### config.mk
export PLATFORM = sky130hd
export DESIGN_NAME = pc_gen_unit
export DESIGN_NICKNAME = d
export VERILOG_FILES = /design/src/rtl/pc_gen_unit.sv
export SDC_FILE = /design/constraint.sdc
export NUM_CORES = 1
export LEC_CHECK = 0
export ABC_AREA = 1
export CORE_UTILIZATION = 57
export CTS_CLUSTER_SIZE = 16
export DETAILED_ROUTE_END_ITERATION = 10
export PLACE_DENSITY_LB_ADDON = 0.1
export SLEW_MARGIN = 10
export SYNTH_ARGS = -nofsm -noshare
export SYNTH_HDL_FRONTEND = slang
export SYNTH_SLANG_ARGS = --single-unit
### constraint.sdc
create_clock -name clk -period 3.2 [get_ports clk]
set_clock_uncertainty 0.1 [all_clocks]
set_input_delay 0.64 -clock clk [delete_from_list [all_inputs] [get_ports clk]]
set_output_delay 0.64 -clock clk [all_outputs]
set_load 0.02 [all_outputs]
### src/rtl/pc_gen_unit.sv
// Fetch-stage program-counter generator: sequential/branch/JAL/JALR/trap next-PC with a one-entry redirect buffer.
// Optional misaligned-target check enabled by defining PC_MISALIGN_CHK_EN (adds misalign_o).
module pc_gen_unit #(
  parameter int              XLEN        = 32,
  parameter logic [XLEN-1:0] RESET_VEC   = '0,
  parameter int              IMM_SHIFT   = 1,
  parameter int              INSTR_BYTES = 4
) (
  input  logic            clk,
  input  logic            rst_n,
  input  logic            stall_i,
  input  logic            op_valid_i,
  input  logic [6:0]      op_i,
  input  logic            br_taken_i,
  input  logic [XLEN-1:0] imm_i,
  input  logic [XLEN-1:0] rs1_i,
  input  logic            trap_i,
  input  logic [XLEN-1:0] trap_vec_i,
  input  logic            if_ready_i,
  output logic            if_req_o,
  output logic [XLEN-1:0] pc_o,
  output logic            ce_o,
  output logic            redirect_o,
  output logic            illegal_o
`ifdef PC_MISALIGN_CHK_EN
  ,
  output logic            misalign_o
`endif
);

  localparam logic [6:0] OP_IMM    = 7'b0010011;
  localparam logic [6:0] OP_REG    = 7'b0110011;
  localparam logic [6:0] OP_LUI    = 7'b0110111;
  localparam logic [6:0] OP_AUIPC  = 7'b0010111;
  localparam logic [6:0] OP_LOAD   = 7'b0000011;
  localparam logic [6:0] OP_STORE  = 7'b0100011;
  localparam logic [6:0] OP_SYSTEM = 7'b1110011;
  localparam logic [6:0] OP_BRANCH = 7'b1100011;
  localparam logic [6:0] OP_JAL    = 7'b1101111;
  localparam logic [6:0] OP_JALR   = 7'b1100111;

  localparam logic [XLEN-1:0] INC = XLEN'(INSTR_BYTES);

  typedef enum logic [1:0] {BOOT, RUN, HOLD} state_t;

  state_t          state, state_nxt;
  logic            adv, trap_take;
  logic            live_jump, unknown;
  logic [XLEN-1:0] seq_tgt, live_tgt;
  logic            pend_vld, pend_vld_nxt;
  logic [XLEN-1:0] pend_tgt, pend_tgt_nxt;
  logic [XLEN-1:0] pc_nxt;
  logic            redirect_nxt, illegal_nxt;
`ifdef PC_MISALIGN_CHK_EN
  logic            misalign_nxt;
`endif

  // JALR targets always drop bit 0 regardless of alignment checking.
  function automatic logic [XLEN-1:0] jalr_target(input logic [XLEN-1:0] base,
                                                  input logic [XLEN-1:0] ofs);
    logic [XLEN-1:0] sum;
    sum = base + ofs;
    return {sum[XLEN-1:1], 1'b0};
  endfunction

  assign if_req_o  = (state == RUN);
  assign adv       = if_req_o & if_ready_i & ~stall_i;
  assign trap_take = trap_i & ce_o;

  always_comb begin
    seq_tgt   = pc_o + INC;
    live_tgt  = seq_tgt;
    live_jump = 1'b0;
    unknown   = 1'b0;
    case (op_i)
      OP_BRANCH: begin
        if (br_taken_i) begin
          live_jump = 1'b1;
          live_tgt  = pc_o + (imm_i << IMM_SHIFT);
        end
      end
      OP_JAL: begin
        live_jump = 1'b1;
        live_tgt  = pc_o + (imm_i << IMM_SHIFT);
      end
      OP_JALR: begin
        live_jump = 1'b1;
        live_tgt  = jalr_target(rs1_i, imm_i);
      end
      OP_IMM, OP_REG, OP_LUI, OP_AUIPC, OP_LOAD, OP_STORE, OP_SYSTEM: ;
      default: unknown = 1'b1;
    endcase
    if (!op_valid_i) begin
      live_jump = 1'b0;
      live_tgt  = seq_tgt;
      unknown   = 1'b0;
    end
  end

  // Priority: trap, then a buffered redirect, then the live op, then sequential.
  always_comb begin
    pc_nxt       = pc_o;
    pend_vld_nxt = pend_vld;
    pend_tgt_nxt = pend_tgt;
    redirect_nxt = 1'b0;
    illegal_nxt  = 1'b0;
`ifdef PC_MISALIGN_CHK_EN
    misalign_nxt = 1'b0;
`endif
    if (trap_take) begin
      pc_nxt       = trap_vec_i;
      pend_vld_nxt = 1'b0;
      redirect_nxt = 1'b1;
    end else if (adv && pend_vld) begin
      pc_nxt       = pend_tgt;
      pend_vld_nxt = 1'b0;
      redirect_nxt = 1'b1;
    end else if (ce_o) begin
      illegal_nxt = unknown;
`ifdef PC_MISALIGN_CHK_EN
      if (live_jump && (live_tgt[1:0] != 2'b00)) begin
        misalign_nxt = 1'b1;
        pend_vld_nxt = 1'b0;
      end else
`endif
      if (adv) begin
        pc_nxt       = live_tgt;
        redirect_nxt = live_jump;
      end else if (live_jump) begin
        pend_vld_nxt = 1'b1;
        pend_tgt_nxt = live_tgt;
      end
    end
  end

  always_comb begin
    state_nxt = state;
    case (state)
      BOOT:    state_nxt = RUN;
      RUN:     if (stall_i) state_nxt = HOLD;
      HOLD:    if (!stall_i) state_nxt = RUN;
      default: state_nxt = BOOT;
    endcase
    if (trap_take) state_nxt = RUN;
  end

  always_ff @(posedge clk or negedge rst_n) begin
    if (!rst_n) begin
      state      <= BOOT;
      ce_o       <= 1'b0;
      pc_o       <= RESET_VEC;
      pend_vld   <= 1'b0;
      pend_tgt   <= '0;
      redirect_o <= 1'b0;
      illegal_o  <= 1'b0;
`ifdef PC_MISALIGN_CHK_EN
      misalign_o <= 1'b0;
`endif
    end else begin
      state      <= state_nxt;
      ce_o       <= 1'b1;
      pc_o       <= pc_nxt;
      pend_vld   <= pend_vld_nxt;
      pend_tgt   <= pend_tgt_nxt;
      redirect_o <= redirect_nxt;
      illegal_o  <= illegal_nxt;
`ifdef PC_MISALIGN_CHK_EN
      misalign_o <= misalign_nxt;
`endif
    end
  end

endmodule

Word-level counts from Yosys, hierarchy flattened. Cells that the tools add are included.

Bitwise logic cells: 7. Mux-type cells: 28. Equality and inequality tests: 15. Add/sub/neg operators: 3. Reduce and logical (&&, ||, !) cells: 11.

Operators by type and width (count): $mux W32 (6); $pmux W32 S3 (1); $add A32 B32 Y32 (2); $add A32 B3 Y32 const B (1); $eq A7 B7 Y1 const B (4); $eq A7 B6 Y1 const B (3); $mux W1 (16); $eq A7 B5 Y1 const B (2); $reduce_or A10 Y1 (1); $reduce_bool A3 Y1 (3); $eq A7 B2 Y1 const B (1); $mux W2 (3); $pmux W2 S3 (1); $reduce_and A5 Y1 (1); $not A1 Y1 (4); $reduce_and A2 Y1 (2); $and A1 B1 Y1 (3); $ne A3 B1 Y1 const B (1); $ne A3 B2 Y1 const B (1); $ne A3 B3 Y1 const B (1); $reduce_and A3 Y1 (1); $eq A2 B1 Y1 const B (1); $eq A2 B2 Y1 const B (1); $logic_not A2 Y1 (1); other kinds (3) (3).

Word-level logic and storage cells: 71. Register bits after elaboration: 70. Bits of input ports: 110.

Depth between registers and ports, before layout. Gate-level depths: netlist (run 1).

Word-level depth: 9. Depth in mapped cells: 18. Depth with buffers taken out: 18.

Least setup slack after synthesis (run 1). Ideal clock, no wire load.

Kind: input to register. From: input imm_i[0]. To: register pc_o[21]. Path buffers: 0. Stages on the path: 16. Arrival: 2.249 ns. Data required time: 2.983 ns. Setup slack: 0.734 ns. Cells stage by stage: ha_1 > fa_1 > nand2_1 > nand3_1 > nand3_1 > nand2_1 > nand2_1 > nand2_1 > nand2_1 > nand3b_1 > nand3_1 > nand3_1 > nand3_1 > nand2_1 > nand2_1 > nand2_1.

Word-level cells in the longest chain between the ends: 8. Elaborated cells between the ends (all ways): 9.

RTL lines: start, declared (line 15) `input logic [XLEN-1:0] imm_i,`; $add A32 B32 Y32 (line 79, 84); $mux W32 (line 77) `if (br_taken_i) begin`; $pmux W32 S3 (*) (line 75) `case (op_i)`; $mux W32 (*) (line 93) `if (!op_valid_i) begin`; $mux W32 (*) (line 126) `if (adv) begin`; $mux W32 (*) (line 118) `end else if (ce_o) begin`; $mux W32 (*) (line 114) `end else if (adv && pend_vld) begin`; $mux W32 (*) (line 110) `if (trap_take) begin`; end signal, assigned (line 162) `pc_o <= pc_nxt;`; end, declared (line 21) `output logic [XLEN-1:0] pc_o,`.

Every way passes the cells marked *; elsewhere a longest branch is shown, timed or not. The select of a mux whose other input is x is not followed. A chain may end at the register's enable or synchronous reset.

Worst setup path in the final report (run 1).
From: input imm_i[0]. To: register pc_o[8].

Same word-level chain as after synthesis.

==> results of run 1 <==
-- worst max-delay path, stage by stage --
cell and delay [ps]:
clkdlybuf4s50_1 520, nand2_1 110, fa_1 370, inv_1 100
nand3_1 100, nand3_2 120, nand2_1 80, nand2_1 150
nand2_1 120, nand3_1 100, o21ai_0 160, nand2_1 130
o21ai_0 120, nand2_1 90, nand3_1 80, nand2_1 80
o21ai_0 70
-- worst paths after layout --
check	to	depth (start not counted)	slack [ps]
min in group clk	pend_tgt[9]$_DFFE_PN0P_	2	390
min	pc_o[25]$_DFFE_PN0P_	1	4
min reg2reg	pend_tgt[9]$_DFFE_PN0P_	2	390
max in group asynchronous	pend_vld$_DFFE_PN0P_	2	2230
max reg2reg	pc_o[27]$_DFFE_PN0P_	16	510
max	pc_o[8]$_DFFE_PN0P_	17	200
-- cells by family after synthesis --
kind of cell / after synthesis
flip-flops: 70
XOR/XNOR: 22
buffers and inverters: 338
AO/OA/AOI/OAI: 172
AND/OR/NAND/NOR: 1144
adder cells (fa/ha/maj): 63
other: 1
-- where the power goes --
part	internal (mW)	switching [mW]	total (mW)
sequential	1.10	0.373	1.47
clock	0.704	0.401	1.10
combinational	1.52	2.28	3.80
total	3.32	3.05	6.38
-- flip-flops by register name, summed over array words and instances (netlist names) --
name        count
state           2
pend_vld        1
pend_tgt       32
pc_o           32
ce_o            1
illegal_o       1
redirect_o      1
-- cell type report --
cell class,count,area (um2),area share
clock buffers,11,243,0.0195
clock inverters,5,82.6,0.00663
inverters,303,1140,0.0914
multi-input cells,1402,6830,0.548
flip-flops and latches,70,1750,0.141
well taps,220,275,0.0221
repair buffers,233,2130,0.171
-- Yosys cell counts (4+ instances only) --
| master | number |
|---|---|
| nand2_1 | 734 |
| inv_1 | 294 |
| nor2_1 | 167 |
| nand3_1 | 143 |
| o21ai_0 | 75 |
| dfrtp_1 | 70 |
| a21oi_1 | 61 |
| ha_1 | 61 |
| nor3_1 | 24 |
| nand4_1 | 19 |
| nand3b_1 | 15 |
| xor2_1 | 15 |
| clkbuf_1 | 12 |
| buf_2 | 10 |
| and2_1 | 9 |
| buf_6 | 8 |
| o21bai_1 | 8 |
| inv_2 | 7 |
| o211ai_1 | 7 |
| o21ai_1 | 7 |
| xnor2_1 | 7 |
| nand2_2 | 6 |
| nor2_4 | 5 |
| nor2_2 | 4 |
| or2_2 | 4 |
-- per-stage QoR --
| stage | instances | util |
|---|---|---|
| after floorplan | 1810 | - |
| after global placement | 2228 | 0.721 |
| after detailed placement | 2228 | 0.721 |
| after CTS | 2244 | 0.741 |
| after global routing | 2244 | 0.746 |
| final | 2244 | 0.746 |
-- timing repair --
action	4_1_cts	5_1_grt
endpoints found under the setup margin	0	8
gates resized for setup	0	11
buffers inserted	0	0
-- layout by cell type (no fill, tap or decap), types with 4 or more instances in the layout --
cell             count
nand3_2              5
and2_1               9
buf_4               86
or2_2                4
a21oi_1             61
inv_1              294
nor2_1             166
xnor2_1              7
ha_1                55
dfrtp_1             70
nor3_1              24
ha_4                 5
nand2_1            733
nor2_2               5
o211ai_1             7
nand3_1            141
nand2_2              7
o21ai_0             74
nand3b_1            15
nand4_1             19
o21bai_1             8
o21ai_1              8
clkbuf_16            9
xor2_1              15
inv_2                7
nor2_4               5
clkdlybuf4s50_1    143
-- metal layers --
metal  vias to the layer above  global-route usage  share of wire
met5                         -                   0              0
met4                         0               0.164          0.038
met3                       116              0.0495           0.10
met2                       710               0.671           0.46
met1                      5571               0.522           0.41
li1                       6066                   -              -
==> results.rst, run 1 <==
.. list-table::
   :header-rows: 1

   * - Metric
     - Value
   * - Result of the run
     - complete, no violations
   * - Cell types occupying the most area after synthesis
     - nand2_1 (28%), dfrtp_1 (18%), inv_1 (11%)
   * - Sum of negative setup slack
     - 0 ps
   * - Area after DPL
     - 12000 um2
   * - Clock-pin slew reported for the worst setup and hold paths after clock tree synthesis
     - 60 ps
   * - DP HPWL
     - 28700 um
   * - Post-synthesis instance area
     - 9850 um2
   * - Mean instance size in the synthesized netlist
     - 5.44 um2
   * - Total core area
     - 16700 um2
   * - Clock insertion delay at the later pin of the skew report
     - 340 ps
   * - Total length of routed wires
     - 35700 um
   * - Number of global-route vias before repair
     - 11600
   * - Average via count per standard cell
     - 5.55
   * - Global-route wire length before repair
     - 56100 um
   * - Antenna violations before repair
     - 0
   * - Total of endpoints with negative setup slack in the final report
     - 0
   * - Synthesized-area fraction occupied by ao, oa, aoi and oai cells
     - 0.0959
   * - Final Power
     - 6.38 mW
   * - Number of sinks driven by the clock tree
     - 70
   * - Required time worst endpoint
     - 3310 ps
   * - Remaining number of nets flagged by the antenna check after routing
     - 0
   * - Horiz. Die Dim
     - 133 um
   * - Sort of element at the start of the critical path
     - input pin
   * - Total inserted antenna cells
     - 0
   * - Period Utilization, post-route
     - 0.939
   * - Smallest hold slack
     - 4.37 ps
   * - Fin worst setup slack
     - 196 ps
   * - Total non-filler cell area in the finished layout
     - 12500 um2
   * - Fill count
     - 1457
   * - Max FO, Critical Path
     - 4
   * - Buffers from clock root to sink, at most
     - 2
   * - Setup slack after placement
     - -195 ps
   * - Depth of the CTS H-tree
     - 3
   * - Mapped Cells
     - 1810
   * - Number of warnings reported in the yosys synthesis log
     - 0
   * - Die Y
     - 133 um
   * - Transition time of the tightest slew-check pin
     - 566 ps
   * - Cell type with the largest total area after synthesis
     - nand2_1
   * - Arrival time worst endpoint
     - 3120 ps
   * - Simple logic cell fraction of the synthesized area
     - 0.488
   * - DRC Markers
     - 0
   * - Hold Path Class
     - input pin to async pin
   * - Achievable Freq
     - 0.333 GHz
   * - Clock root buffer
     - clkbuf_16
   * - Fraction of post-synthesis cell area in the top cell type by area
     - 0.280
   * - Yosys reg bits
     - 70
   * - Crit path kind
     - input pin to flip-flop
   * - Inserted Clock Buffers
     - 9
   * - Vias after detailed routing
     - 12500
   * - Layout Nets
     - 2192
   * - RSZ-0062 raised after global routing
     - false
   * - GR Util All Layers
     - 0.401
   * - Die area
     - 17800 um2
   * - Clock tree from TritonCTS
     - done
   * - WL/cell
     - 15.9 um
   * - Share of final-layout standard cells stronger than drive strength 1
     - 0.0751
   * - Effective utilization at floorplan
     - 0.590
   * - Crit end category
     - flip-flop
   * - Final hold violation count
     - 0
   * - Remaining global-route overflow
     - 0
   * - Number of maximum-capacitance constraint violations
     - 0
   * - Share of synthesized registers carrying an async set or reset
     - 1.00
   * - Number of hold buffers added after cts
     - 0
   * - Synth Flop Type
     - dfrtp_1
   * - Largest net degree at the start of global routing
     - 56
   * - IO buf count
     - 145
   * - Count of routing violations after the opening detailed-route iteration
     - 1342
   * - Arithmetic-cell share of the synthesized area counting full adders, half adders and majority gates
     - 0.0816
   * - Final max-slew violation count
     - 0
   * - Critical path startpoint
     - imm_i[0]
   * - Area growth from synthesis to layout
     - 26.5%
   * - Mux share of post-synthesis cell area
     - 0
   * - GPL Wtd Cong
     - 1.03
   * - Maximum vdd drop
     - 0.464 mV
   * - Cell leakage power
     - 6.88 nW
   * - IO Count
     - 146
   * - Sequential share of the synthesized area
     - 0.178
   * - Main combinational cell family by area after synthesis
     - simple AND/OR/NAND/NOR gates
   * - Net count after synthesis
     - 1983
   * - Clock period minus final worst setup slack
     - 3000 ps
   * - Pwr per Cell Area
     - 512 nW/um2
   * - Row count
     - 47
   * - XOR/XNOR Fraction of Synth Area
     - 0.0196
   * - Worst-case headroom to the max-slew limit
     - 0.622
   * - Distinct cell type count of the synthesized netlist
     - 50
   * - Reg-to-reg critical path startpoint
     - pc_o[9]$_DFFE_PN0P_
   * - 1st-pass router iterations
     - 6
   * - Number of enable flip-flop cells after synthesis
     - 0
No activity file was read; power rests on OpenSTA's default activity.
==> run 2: changes to the inputs <==
--- a/config.mk
+++ b/config.mk
@@ -10,6 +10,7 @@
 export CTS_CLUSTER_SIZE = 16
 export DETAILED_ROUTE_END_ITERATION = 10
 export PLACE_DENSITY_LB_ADDON = 0.1
+export SETUP_SLACK_MARGIN = 0.02
 export SLEW_MARGIN = 10
 export SYNTH_ARGS = -nofsm -noshare
 export SYNTH_HDL_FRONTEND = slang
==> run 2 against run 1 <==
Net effect: sequential share of layout area barely moved; cell area up 0.10%; fmax is 0.20% lower; critical path depth did not move; via count rose by 0.30%; non-clock buffer count did not move; register-to-register slack got worse by 20 ps; combinational power is essentially flat; cell count did not move; largest cell class unchanged; largest power group unchanged.
==> results.rst, run 2 (same netlist as run 1, synthesis figures left out) <==
.. list-table::
   :header-rows: 1

   * - Metric
     - Value
   * - Horiz. Die Dim
     - 133 um (unchanged)
   * - GR Util All Layers
     - 0.401 (unchanged)
   * - Remaining global-route overflow
     - 0 (unchanged)
   * - Clock insertion delay at the later pin of the skew report
     - 350 ps (about the same)
   * - Achievable Freq
     - 0.332 GHz (-0.20%)
   * - Library cell contributing the largest single delay on the critical path
     - clkdlybuf4s50_1
   * - Total length of routed wires
     - 35700 um (-0.15%)
   * - Most frequent standard cell in the layout excluding fill and tap cells
     - nand2_1
   * - Fin worst setup slack
     - 190 ps (-6.03 ps)
   * - Crit end category
     - flip-flop
   * - Clock tree from TritonCTS
     - done
   * - Smallest hold slack
     - 4.15 ps (-0.219 ps)
   * - Crit path kind
     - input pin to flip-flop
   * - Clock root buffer
     - clkbuf_16
   * - Total inserted antenna cells
     - 0 (unchanged)
   * - Cell family with the largest share of critical-path delay
     - simple AND/OR/NAND/NOR gates
   * - Average via count per standard cell
     - 5.57 (+0.30%)
   * - Hold Path Class
     - input pin to async pin
   * - Maximum vdd drop
     - 0.462 mV (-0.37%)
   * - Transition time of the tightest slew-check pin
     - 574 ps (+8.20 ps)
   * - Global-route wire length before repair
     - 56100 um (unchanged)
   * - Depth of the CTS H-tree
     - 3 (unchanged)
   * - Period Utilization, post-route
     - 0.941 (+0.00188)
   * - Number of sinks driven by the clock tree
     - 70 (unchanged)
   * - Buffers & Inverters on Critical Path
     - 2 (unchanged)
   * - Clock period minus final worst setup slack
     - 3010 ps (+6.03 ps)
   * - Registers with the highest flip-flop counts
     - pc_o x32, pend_tgt x32, state x2
   * - 1st-pass router iterations
     - 6 (unchanged)
   * - RSZ-0062 raised after global routing
     - false
   * - Total non-filler cell area in the finished layout
     - 12500 um2 (+0.10%)
   * - Number of global-route vias before repair
     - 11600 (unchanged)
   * - Buffers from clock root to sink, at most
     - 2 (unchanged)
   * - Sort of element at the start of the critical path
     - input pin
   * - Largest net degree at the start of global routing
     - 56 (unchanged)
   * - Inserted Clock Buffers
     - 9 (unchanged)
   * - Total core area
     - 16700 um2 (unchanged)
   * - Area growth from synthesis to layout
     - 26.6%
   * - Setup slack after placement
     - -195 ps (unchanged)
   * - Required time worst endpoint
     - 3310 ps (about the same)
   * - Share of final-layout standard cells stronger than drive strength 1
     - 0.0756 (+0.000494)
   * - Post-CTS repair timing setup buffer count
     - 0 (unchanged)
   * - Count of routing violations after the opening detailed-route iteration
     - 1289 (-3.9%)
   * - Final Power
     - 6.38 mW (+0.11%)
   * - Area after DPL
     - 12000 um2 (unchanged)
   * - WL/cell
     - 15.9 um (-0.15%)
   * - Arrival time worst endpoint
     - 3120 ps (about the same)
   * - Max stage delay on crit path
     - 510 ps (about the same)
   * - Cell leakage power
     - 6.88 nW (about the same)
   * - IO buf count
     - 145 (unchanged)
   * - Total of endpoints with negative setup slack in the final report
     - 0 (unchanged)
   * - GPL Wtd Cong
     - 1.03 (unchanged)
   * - Die Y
     - 133 um (unchanged)
   * - Most frequent cells in the layout
     - nand2_1 (733), inv_1 (294), nor2_1 (166)
   * - IO Count
     - 146 (unchanged)
   * - Number of maximum-capacitance constraint violations
     - 0 (unchanged)
   * - Final max-slew violation count
     - 0 (unchanged)
   * - DRC Markers
     - 0 (unchanged)
   * - Effective utilization at floorplan
     - 0.590 (unchanged)
   * - Result of the run
     - complete, no violations
   * - Clock-pin slew reported for the worst setup and hold paths after clock tree synthesis
     - 60 ps (about the same)
   * - Worst reg-to-reg setup slack
     - 490 ps (-20 ps)
   * - Antenna violations before repair
     - 0 (unchanged)
   * - Pwr per Cell Area
     - 512 nW/um2 (about the same)
   * - Final hold violation count
     - 0 (unchanged)
   * - Sum of negative setup slack
     - 0 ps (unchanged)
   * - Row count
     - 47 (unchanged)
   * - DP HPWL
     - 28700 um (unchanged)
   * - Layout Nets
     - 2192 (unchanged)
   * - Vias after detailed routing
     - 12500 (+0.30%)
   * - Worst-case headroom to the max-slew limit
     - 0.617 (-0.00548)
   * - Library cell appearing most often on the critical path
     - nand2_1
   * - Crit path cell chain
     - clkdlybuf4s50_1 > nand2_1 > fa_1 > inv_1 > nand3_1 > nand3_2 > nand2_1 > nand2_1 > nand2_1 > nand3_1 > o21ai_0 > nand2_1 > o21ai_0 > nand2_1 > nand3_1 > nand2_1 > o21ai_0
   * - Die area
     - 17800 um2 (unchanged)
   * - Remaining number of nets flagged by the antenna check after routing
     - 0 (unchanged)
   * - Max FO, Critical Path
     - 4 (unchanged)
run 2: changes by cell type in the layout (fill, tap and decap cells not counted):
cell	previous run	this run
ha_1	55	54
ha_4	5	6
run 2: layer usage:
metal | vias to the layer above | global-route usage | share of wire
met5 | - | 0 | 0
met4 | 0 | 0.164 | 0.036
met3 | 105 | 0.0495 | 0.097
met2 | 728 | 0.671 | 0.46
met1 | 5601 | 0.522 | 0.41
li1 | 6066 | - | -
run 2: through the flow:
step | utilization | instances
2_1_floorplan | - | 1810
3_3_place_gp | 0.721 | 2228
3_5_place_dp | 0.721 | 2228
4_1_cts | 0.741 | 2244
5_1_grt | 0.746 | 2244
6_report | 0.746 | 2244
run 2: final timing paths:
| path | startpoint | endpoint | cells past startpoint |
|---|---|---|---|
| worst min-delay path | rst_n | pend_tgt[27]$_DFFE_PN0P_ | 1 |
| worst max-delay path | imm_i[0] | pc_o[8]$_DFFE_PN0P_ | 17 |
| min in group clk | pend_tgt[3]$_DFFE_PN0P_ | pend_tgt[3]$_DFFE_PN0P_ | 2 |
| max in group asynchronous | rst_n | pend_vld$_DFFE_PN0P_ | 2 |
| worst min register to register | pend_tgt[3]$_DFFE_PN0P_ | pend_tgt[3]$_DFFE_PN0P_ | 2 |
| worst max register to register | pc_o[9]$_DFFE_PN0P_ | pc_o[27]$_DFFE_PN0P_ | 16 |
run 2: cell type report:
type                       count  area (um2)
timing repair buffer         233        2130
fill                        1458        4230
tap                          220         275
clock inverter                 5        82.6
multi-input combinational   1402        6840
clock buffer                  11         243
inverter                     303        1140
sequential                    70        1750
run 2: timing repair:
item | CTS | global route
setup endpoints to repair | 0 | 11
endpoints found under the hold margin | 0 | 0
resized for setup | 0 | 12
hold buffers | 0 | 0
run 2: worst register-to-register path: cells and delay by family, from the launching register on:
kind	cells	cell delay (ps)
adders and majority gates	1	470
and+or+nand+nor	15	1520
DFF	1	510
run 2: report_power, final:
group,internal (mW),total (mW),switching (mW)
sequential,1.10,1.47,0.379
clock,0.704,1.11,0.402
combinational,1.53,3.80,2.28
total,3.33,6.38,3.06
==> run 3: changes to the inputs <==
--- a/config.mk
+++ b/config.mk
@@ -6,6 +6,7 @@
 export NUM_CORES = 1
 export LEC_CHECK = 0
 export ABC_AREA = 1
+export CAP_MARGIN = 5
 export CORE_UTILIZATION = 57
 export CTS_CLUSTER_SIZE = 16
 export DETAILED_ROUTE_END_ITERATION = 10
==> results of run 3 <==
Final layout, timing and power as in run 2 (identical DEF).
